File: src/rtl/irq_timer_unit.sv
// irq_timer_unit: memory-mapped 64-bit machine timer (mtime/mtimecmp with a
// prescaler) plus edge-triggered external interrupt lines with pending and
// enable registers, merged into one registered interrupt request.
// Build macro IRQ_TIMER_EXT_SYNC_EN: when defined, every ext_irq line passes
// through a 2-flop synchronizer before edge detection; when undefined a single
// sampling flop is used (synchronous sources only).

module irq_timer_unit #(
  parameter int NUM_EXT = 4,
  parameter int PRESC_W = 8
) (
  input  logic               clk,
  input  logic               rst,
  input  logic               cs,
  input  logic               wr,
  input  logic [3:0]         mask,
  input  logic [31:0]        addr,
  input  logic [31:0]        data_wr,
  output logic [31:0]        data_rd,
  output logic               valid,
  input  logic [NUM_EXT-1:0] ext_irq,
  output logic               interrupt
);

  localparam logic [2:0] OFF_MTIME_LO = 3'd0;
  localparam logic [2:0] OFF_MTIME_HI = 3'd1;
  localparam logic [2:0] OFF_CMP_LO   = 3'd2;
  localparam logic [2:0] OFF_CMP_HI   = 3'd3;
  localparam logic [2:0] OFF_CTRL     = 3'd4;
  localparam logic [2:0] OFF_PEND     = 3'd5;
  localparam logic [2:0] OFF_EN       = 3'd6;

  logic [63:0]        r_mtime;
  logic [63:0]        r_mtimecmp;
  logic               r_ten;
  logic               r_tie;
  logic [PRESC_W-1:0] r_presc;
  logic [PRESC_W-1:0] r_pcnt;
  logic [NUM_EXT-1:0] r_extPend;
  logic [NUM_EXT-1:0] r_extEn;
  logic [NUM_EXT-1:0] r_extSample;
  logic [NUM_EXT-1:0] r_extPrev;

  logic               w_wrEn;
  logic               w_rdEn;
  logic [7:0]         w_wrSel;
  logic [31:0]        w_byteMask;
  logic               w_inc;
  logic [63:0]        w_mtimeInc;
  logic [63:0]        w_mtimeNext;
  logic [63:0]        w_cmpNext;
  logic [31:0]        w_ctrlRd;
  logic [31:0]        w_ctrlNew;
  logic [31:0]        w_pendRd;
  logic [31:0]        w_enRd;
  logic [31:0]        w_enNew;
  logic [PRESC_W-1:0] w_pcntNext;
  logic [NUM_EXT-1:0] w_extRise;
  logic [NUM_EXT-1:0] w_pendW1c;
  logic [31:0]        w_rdData;
  logic               w_tpend;
  logic               w_unusedBits;

  // Replace only the bytes whose enable is set.
  function automatic logic [31:0] mergeBytes(input logic [31:0] oldVal,
                                             input logic [31:0] newVal,
                                             input logic [31:0] byteMask);
    return (oldVal & ~byteMask) | (newVal & byteMask);
  endfunction

  assign w_wrEn     = cs & wr;
  assign w_rdEn     = cs & ~wr;
  assign w_wrSel    = w_wrEn ? (8'd1 << addr[4:2]) : 8'd0;
  assign w_byteMask = {{8{mask[3]}}, {8{mask[2]}}, {8{mask[1]}}, {8{mask[0]}}};

  // mtime advances on the last prescaler count; a bus write overrides only
  // the bytes it enables, so untouched bytes still see the increment.
  assign w_inc      = r_ten & (r_pcnt == r_presc);
  assign w_mtimeInc = r_mtime + {63'd0, w_inc};
  assign w_mtimeNext[31:0]  = w_wrSel[0] ? mergeBytes(w_mtimeInc[31:0], data_wr, w_byteMask)
                                         : w_mtimeInc[31:0];
  assign w_mtimeNext[63:32] = w_wrSel[1] ? mergeBytes(w_mtimeInc[63:32], data_wr, w_byteMask)
                                         : w_mtimeInc[63:32];
  assign w_cmpNext[31:0]    = w_wrSel[2] ? mergeBytes(r_mtimecmp[31:0], data_wr, w_byteMask)
                                         : r_mtimecmp[31:0];
  assign w_cmpNext[63:32]   = w_wrSel[3] ? mergeBytes(r_mtimecmp[63:32], data_wr, w_byteMask)
                                         : r_mtimecmp[63:32];

  assign w_ctrlNew = mergeBytes(w_ctrlRd, data_wr, w_byteMask);
  assign w_enNew   = mergeBytes(w_enRd, data_wr, w_byteMask);
  assign w_pendW1c = w_wrSel[5] ? (data_wr[NUM_EXT-1:0] & w_byteMask[NUM_EXT-1:0]) : '0;
  assign w_extRise = r_extSample & ~r_extPrev;
  assign w_tpend   = (r_mtime >= r_mtimecmp);

  // Address bits outside the decoded window and the unimplemented register
  // bits are deliberately ignored.
  assign w_unusedBits = ^{addr[31:5], addr[1:0], w_ctrlNew, w_enNew};

  // Zero-extended views of the narrow registers as the bus sees them.
  always_comb begin
    w_ctrlRd                = '0;
    w_ctrlRd[0]             = r_ten;
    w_ctrlRd[1]             = r_tie;
    w_ctrlRd[8 +: PRESC_W]  = r_presc;
    w_pendRd                = '0;
    w_pendRd[NUM_EXT-1:0]   = r_extPend;
    w_enRd                  = '0;
    w_enRd[NUM_EXT-1:0]     = r_extEn;
  end

  // Prescaler counts 0..PRESC while enabled; any CTRL write restarts it.
  always_comb begin
    w_pcntNext = r_pcnt;
    if (w_wrSel[OFF_CTRL]) begin
      w_pcntNext = '0;
    end else if (r_ten) begin
      w_pcntNext = (r_pcnt == r_presc) ? '0 : r_pcnt + PRESC_W'(1);
    end
  end

  // Register read multiplexer; the reserved offset reads as zero.
  always_comb begin
    w_rdData = '0;
    case (addr[4:2])
      OFF_MTIME_LO: w_rdData = r_mtime[31:0];
      OFF_MTIME_HI: w_rdData = r_mtime[63:32];
      OFF_CMP_LO:   w_rdData = r_mtimecmp[31:0];
      OFF_CMP_HI:   w_rdData = r_mtimecmp[63:32];
      OFF_CTRL:     w_rdData = w_ctrlRd;
      OFF_PEND:     w_rdData = w_pendRd;
      OFF_EN:       w_rdData = w_enRd;
      default:      w_rdData = '0;
    endcase
  end

  // Timer, compare and control registers.
  always_ff @(posedge clk) begin
    if (rst) begin
      r_mtime    <= '0;
      r_mtimecmp <= '1;
      r_ten      <= 1'b0;
      r_tie      <= 1'b0;
      r_presc    <= '0;
      r_pcnt     <= '0;
    end else begin
      r_mtime    <= w_mtimeNext;
      r_mtimecmp <= w_cmpNext;
      r_pcnt     <= w_pcntNext;
      if (w_wrSel[OFF_CTRL]) begin
        r_ten   <= w_ctrlNew[0];
        r_tie   <= w_ctrlNew[1];
        r_presc <= w_ctrlNew[8 +: PRESC_W];
      end
    end
  end

`ifdef IRQ_TIMER_EXT_SYNC_EN
  logic [NUM_EXT-1:0] r_extMeta;

  // Two-flop synchronizer for truly asynchronous external lines.
  always_ff @(posedge clk) begin
    if (rst) begin
      r_extMeta   <= '0;
      r_extSample <= '0;
    end else begin
      r_extMeta   <= ext_irq;
      r_extSample <= r_extMeta;
    end
  end
`else
  // Single sampling flop; sources must already be synchronous to clk.
  always_ff @(posedge clk) begin
    if (rst) begin
      r_extSample <= '0;
    end else begin
      r_extSample <= ext_irq;
    end
  end
`endif

  // Rising-edge detection, pending (set beats write-1-to-clear) and enables.
  always_ff @(posedge clk) begin
    if (rst) begin
      r_extPrev <= '0;
      r_extPend <= '0;
      r_extEn   <= '0;
    end else begin
      r_extPrev <= r_extSample;
      r_extPend <= (r_extPend & ~w_pendW1c) | w_extRise;
      if (w_wrSel[OFF_EN]) begin
        r_extEn <= w_enNew[NUM_EXT-1:0];
      end
    end
  end

  // Bus response: one valid pulse per request, read data held until next read.
  always_ff @(posedge clk) begin
    if (rst) begin
      valid   <= 1'b0;
      data_rd <= '0;
    end else begin
      valid <= cs;
      if (w_rdEn) begin
        data_rd <= w_rdData;
      end
    end
  end

  // Registered interrupt request combining the timer and enabled external lines.
  always_ff @(posedge clk) begin
    if (rst) begin
      interrupt <= 1'b0;
    end else begin
      interrupt <= (w_tpend & r_tie) | (|(r_extPend & r_extEn));
    end
  end

endmodule
File: config.mk
export PLATFORM = sky130hd
export DESIGN_NAME = irq_timer_unit
export DESIGN_NICKNAME = d
export VERILOG_FILES = /design/src/rtl/irq_timer_unit.sv
export SDC_FILE = /design/constraint.sdc
export NUM_CORES = 1
export LEC_CHECK = 0
export BUFFER_PORTS_ARGS = -buffer_cell sky130_fd_sc_hd__buf_2
export CAP_MARGIN = 20
export CORE_MARGIN = 2
export CORE_UTILIZATION = 45
export CTS_CLUSTER_DIAMETER = 150
export DETAILED_ROUTE_END_ITERATION = 10
export PLACE_DENSITY_LB_ADDON = 0.05
export SLEW_MARGIN = 15
export SYNTH_ARGS = -nofsm -noshare
export SYNTH_HDL_FRONTEND = slang
export SYNTH_SLANG_ARGS = --single-unit
export TNS_END_PERCENT = 5
File: constraint.sdc
create_clock -name clk -period 5 [get_ports clk]
set_input_delay 0.75 -clock clk [delete_from_list [all_inputs] [get_ports clk]]
set_output_delay 0.75 -clock clk [all_outputs]
set_load 0.05 [all_outputs]
==> Yosys cells after proc, flatten, opt, wreduce, memory -nomap -nowiden <==
Index checks and enable logic that the tools add are counted.
{ "totals": {"ff_bits": 196} }
{ "op_classes": {"mux": 6, "n_eq_ne": 7, "n_addsub": 2, "magnitude_cmp": 1, "n_bitwise": 27, "shifts": 1, "n_reduce_logical": 3} }
{ "op_table": {"columns": ["operator", "count"], "rows": [
  ["one-hot mux 32 bit (7 select lines)", 1],
  ["bitwise AND 32 bit", 5],
  ["bitwise OR 32 bit", 4],
  ["adder 64 x 1 -> 64 bit", 1],
  [">= comparator 64 bit", 1],
  ["two-way mux 32 bit", 2],
  ["inverter 32 bit", 1],
  ["bitwise AND 4 bit", 5],
  ["bitwise AND 16 bit", 1],
  ["bitwise OR 16 bit", 1],
  ["== test 3 bit, second input constant", 3],
  ["adder 8 x 1 -> 8 bit, second input constant", 1],
  ["== test 8 bit", 1],
  ["two-way mux 8 bit", 1],
  ["inverter 4 bit", 2],
  ["bitwise OR 4 bit", 2],
  ["two-way mux 7 bit", 1],
  ["<< shifter 1 x 3 -> 7 bit, first input constant", 1],
  ["== test 3 x 2 -> 1 bit, second input constant", 2],
  ["bitwise AND 1 bit", 4],
  ["two-way mux 4 bit", 1],
  ["OR reduction 4 bit", 1],
  ["== test 3 x 1 -> 1 bit, second input constant", 1],
  ["logical NOT 3 bit", 1],
  ["3 further kinds", 3]
]} }

==> Depth between registers and ports, before layout <==
{ "logic_depth": {"depth_word": 6, "ltp_mapped": 12} }

==> Least setup slack after synthesis <==
No wires, ideal clock.
{ "synth_timing": {"path_kind": "flip-flop to flip-flop", "startpoint": "register r_pcnt[0]", "endpoint": "register r_mtime[46]", "path_stages_with_launch": 12, "setup_slack_ns": 2.302, "period_less_slack_ns": 2.698, "setup_ns": 0.117, "required_ns": 4.883, "t_arrival_ns": 2.581, "path_cell_list": "dfxtp_1 > xnor2_1 > nand3_1 > nor3_1 > ha_1 > ha_1 > and3_1 > buf_2 > nand3_2 > or4_2 > xnor2_1 > a22o_1"} }
{ "synth_between": {"elab_chain_len": 6} }
{ "synth_lines": {"columns": ["item", "line", "source"], "rows": [
  ["from (decl)", "38", "logic [PRESC_W-1:0] r_pcnt;"],
  ["from (signal assigned)", "148", "r_pcnt <= w_pcntNext;"],
  ["== test 8 bit *", "78", "assign w_inc = r_ten & (r_pcnt == r_presc);"],
  ["bitwise AND 1 bit *", "78", null],
  ["adder 64 x 1 -> 64 bit *", "79", "assign w_mtimeInc = r_mtime + {63'd0, w_inc};"],
  ["bitwise AND 32 bit", "68", "return (oldVal & ~byteMask) | (newVal & byteMask);"],
  ["bitwise OR 32 bit", "68", null],
  ["two-way mux 32 bit *", "82", "assign w_mtimeNext[63:32] = w_wrSel[1] ? mergeBytes(w_mtimeInc[63:32], data_wr, w_byteMask)"],
  ["to (signal assigned)", "146", "r_mtime <= w_mtimeNext;"],
  ["to (decl)", "33", "logic [63:0] r_mtime;"]
]} }
Every way passes the cells marked *; elsewhere a longest branch is shown, timed or not.
A chain may end at the register's enable or synchronous reset.

==> Final worst setup path <==
{ "layout_timing": {"startpoint": "register r_pcnt[0]", "endpoint": "register r_mtime[61]"} }
The elaborated chain is that of the path after synthesis.

==> impl_metrics.tcl <==
set metrics [dict create \
    ys_seq_elements 196 \
    path_buf_inv 0 \
    r2r_setup_slack_ps 1620 \
    drc_errors 0 \
    chipHeight_um 157.1 \
    power.leakage_nw 5.250 \
    avgSynthCellArea_sq_um 8.501 \
    final_area_sq_um 11840 \
    fp-row-count 56 \
    finalPower_w 0.003351 \
    ys_seq_area_frac 0.3719 \
    layout_min_cycle_time_ps 3381 \
    required_ps 5340 \
    drt_iter0_drc 784 \
    clk_latency_ps 440 \
    htreeDepth 4 \
    power.internal_w 0.002514 \
    holdCritStartpoint "data_rd[0]" \
    start_kind "register" \
    max_slew_margin 0.2903 \
    wl_mm 30.73 \
    p_sw_w 0.0008372 \
    die_area_sq_um 24690 \
    path_cells "xnor2_1 -> nand3_1 -> nor3_1 -> ha_1 -> and4_1 -> nand3_2 -> nor3_1 -> a211oi_1 -> a211o_1" \
    detail_route.first_pass.iterations 5 \
    cts_setup_buffers 0 \
    criticalPathCategory "register to register" \
    synth_ff_type "dfxtp_1" \
    tns_ps 0 \
    p_comb_frac 0.075 \
    swShare 0.2498 \
    cts_resized 0 \
    clkTransAtPathRegs_ps 80 \
    antenna_found_initial 0 \
    routed_via_density 5.684 \
    wire_per_inst_um 18.98 \
    io_pins 110 \
    p_clk_frac 0.445 \
    ys_types 61 \
    peakVddDrop_v 0.0002105 \
    path_delay_family "simple AND/OR/NAND/NOR gates" \
    cts-root-buf "clkbuf_16" \
    rsz0062_at_grt "no" \
    seqPwrFrac 0.480 \
    r2r.worst_path.cells 9 \
    clock.fmax_mhz 295.8 \
    fin_crit_sh 0.6761 \
    dp_hpwl_mm 21.86 \
    async_flop_share 0 \
    die_x_um 157.1 \
    clock_skew_ps 11.13 \
    cts-hold-fix-buffers 0 \
    cp.arrival_ps 3720 \
    clock-sinks 196 \
    synth.top_cells.by_area "dfxtp_1, ha_1, nor2_1" \
    tightestPinTransition_ps 1061 \
    cap_violations 0 \
    n_antenna_cell 0 \
    ant_nets 0 \
    hold_depth 2 \
    synth.largest_area_cell "dfxtp_1" \
    core_sq_um 23260 \
    vias 9202 \
    r2r-start "r_pcnt[0]" \
    r2r_end "r_mtime[61]" \
    grt_pass1_vias 8435 \
    cp-end-kind "register" \
    cp_slowest_stage_delay_ps 560 \
    yosysWarnings 0 \
    final_max_slew_viol_count 0 \
    syn_nets 1384 \
    cts_buffers 17 \
    power_density_nw_per_um2 283.0 \
    port-buffer-count 80 \
    status "finished, final reports clean" \
    track_usage 0.2498 \
    grt_first_pass_wirelength_mm 47.71 \
    hold_viol 0 \
    slowest_stage "and4_1" \
    synth_edf_count 0 \
    placed_area_sq_um 11220 \
    path_common_cell "nor3_1" \
    final-setup-viol-count 0 \
    grt-ovfl-total 0 \
    hold_path_end "data_rd[0]" \
    start_util 0.4535 \
    grt_max_degree 62 \
    synth.top_cell.area_share 0.3719 \
    hold_class "register to register" \
    netlist_area_sq_um 10550 \
    synth_cells 1241 \
    drive_gt1_frac 0.1246 \
    cts.path.max_buffers 2 \
    tritoncts "built" \
    crit_fanout 9 \
    fin_nets 1432 \
    area_delta_synth_final_pct 12.25 \
    place_congestion 0.8138 \
]
## tightest hold or removal path, stage by stage (launching register included)
cell	delay, ps
dfxtp_1	320
nand2_1	50
a21oi_1	50
## layout make-up
cell class	count	area [sq um]
Timing Repair Buffer	97	528.0
Sequential cell	196	3924
Clock inverter	11	175.2
Inverter	79	296.5
Clock buffer	19	442.9
Multi-Input combinational cell	898	6077
Fill cell	2337	11420
Tap cell	319	399.1
## worst max-delay path by stage
stage | start | endpoint | slack [ps] | depth (start not counted)
global route | r_pcnt[0] | r_mtime[61] | 1450 | 9
finish | r_pcnt[0] | r_mtime[61] | 1620 | 9
CTS | r_pcnt[0] | r_mtime[61] | 1600 | 9
detailed placement | r_pcnt[0] | r_mtime[61] | 1600 | 9
global placement | r_pcnt[0] | r_mtime[61] | 1650 | 9
floorplan | r_pcnt[0] | r_mtime[46] | 2300 | 11
## per-stage QoR
| step | hold slack [ps] | std cells | util | setup WS [ps] |
|---|---|---|---|---|
| after floorplan | 439.2 | 1241 | - | 2302 |
| after global placement | 445.9 | 1588 | 0.4823 | 1650 |
| after detailed placement | 456.9 | 1588 | 0.4823 | 1601 |
| after CTS | 467.0 | 1618 | 0.5089 | 1601 |
| after global routing | 478.8 | 1619 | 0.5091 | 1448 |
| final | 459.6 | 1619 | 0.5091 | 1619 |
## per-layer routing
| layer | part of all wire | global-route usage | up-vias |
|---|---|---|---|
| met4 | 0.012 | 0.05325 | 0 |
| met2 | 0.46 | 0.4054 | 215 |
| li1 | - | - | 4543 |
| met1 | 0.48 | 0.3499 | 4417 |
| met5 | 0 | 0 | - |
| met3 | 0.049 | 0.04185 | 27 |
## cells by family after synthesis
logic type                 Yosys count  share of synthesized area
muxes                               27                    0.02763
AOI/OAI and AO/OA                  330                     0.2179
and+or+nand+nor                    402                     0.1898
adders and majority gates           67                    0.07946
buffers and inverters              147                    0.05361
xor gates and xnor gates            72                    0.05977
DFF                                196                     0.3719
## cells in the mapped netlist (16+ instances only)
| master | number |
|---|---|
| nand2_1 | 63 |
| a22o_1 | 17 |
| a22oi_1 | 62 |
| xor2_1 | 36 |
| ha_1 | 67 |
| nor2_1 | 169 |
| nand3_1 | 44 |
| nor3_1 | 16 |
| clkbuf_1 | 60 |
| a21oi_1 | 88 |
| mux2i_1 | 19 |
| a211oi_1 | 30 |
| xnor2_1 | 36 |
| o21ai_0 | 26 |
| dfxtp_1 | 196 |
| inv_1 | 79 |
| nand4_1 | 21 |
| a211o_1 | 65 |
## layout by cell type (no fill, tap or decap), types with 4 or more instances in the layout
master     count
nor2b_1       13
or3_1          6
buf_2         80
xnor2_1       36
a311oi_1       4
xor2_1        36
nor2_1       169
nand3_1       44
nor4_2         7
dfxtp_1      196
buf_4         17
nor3_1        16
o21ai_1        6
a21o_1        12
and3_2         4
a211o_1       65
nor4_1         8
ha_1          67
nand2b_1       9
a21oi_1       88
nand4_1       21
and3_1        15
a22o_1        17
inv_1         79
nand2_1       63
a22oi_1       62
o21ai_0       26
clkbuf_16     17
and4_1         7
mux2_2         7
a211oi_1      30
bufinv_16      4
mux2i_1       19
## power by group through the flow
stage / Sequential [W] / Combinational (W) / Clock, W
2_1_floorplan: 0.00167 / 0.000127 / 0
3_3_place_gp: 0.00164 / 0.000250 / 0
3_5_place_dp: 0.00164 / 0.000251 / 0
4_1_cts: 0.00161 / 0.000251 / 0.00152
5_1_grt: 0.00161 / 0.000274 / 0.00158
6_report: 0.00161 / 0.000252 / 0.00149
(Power assumes the default switching activity.)
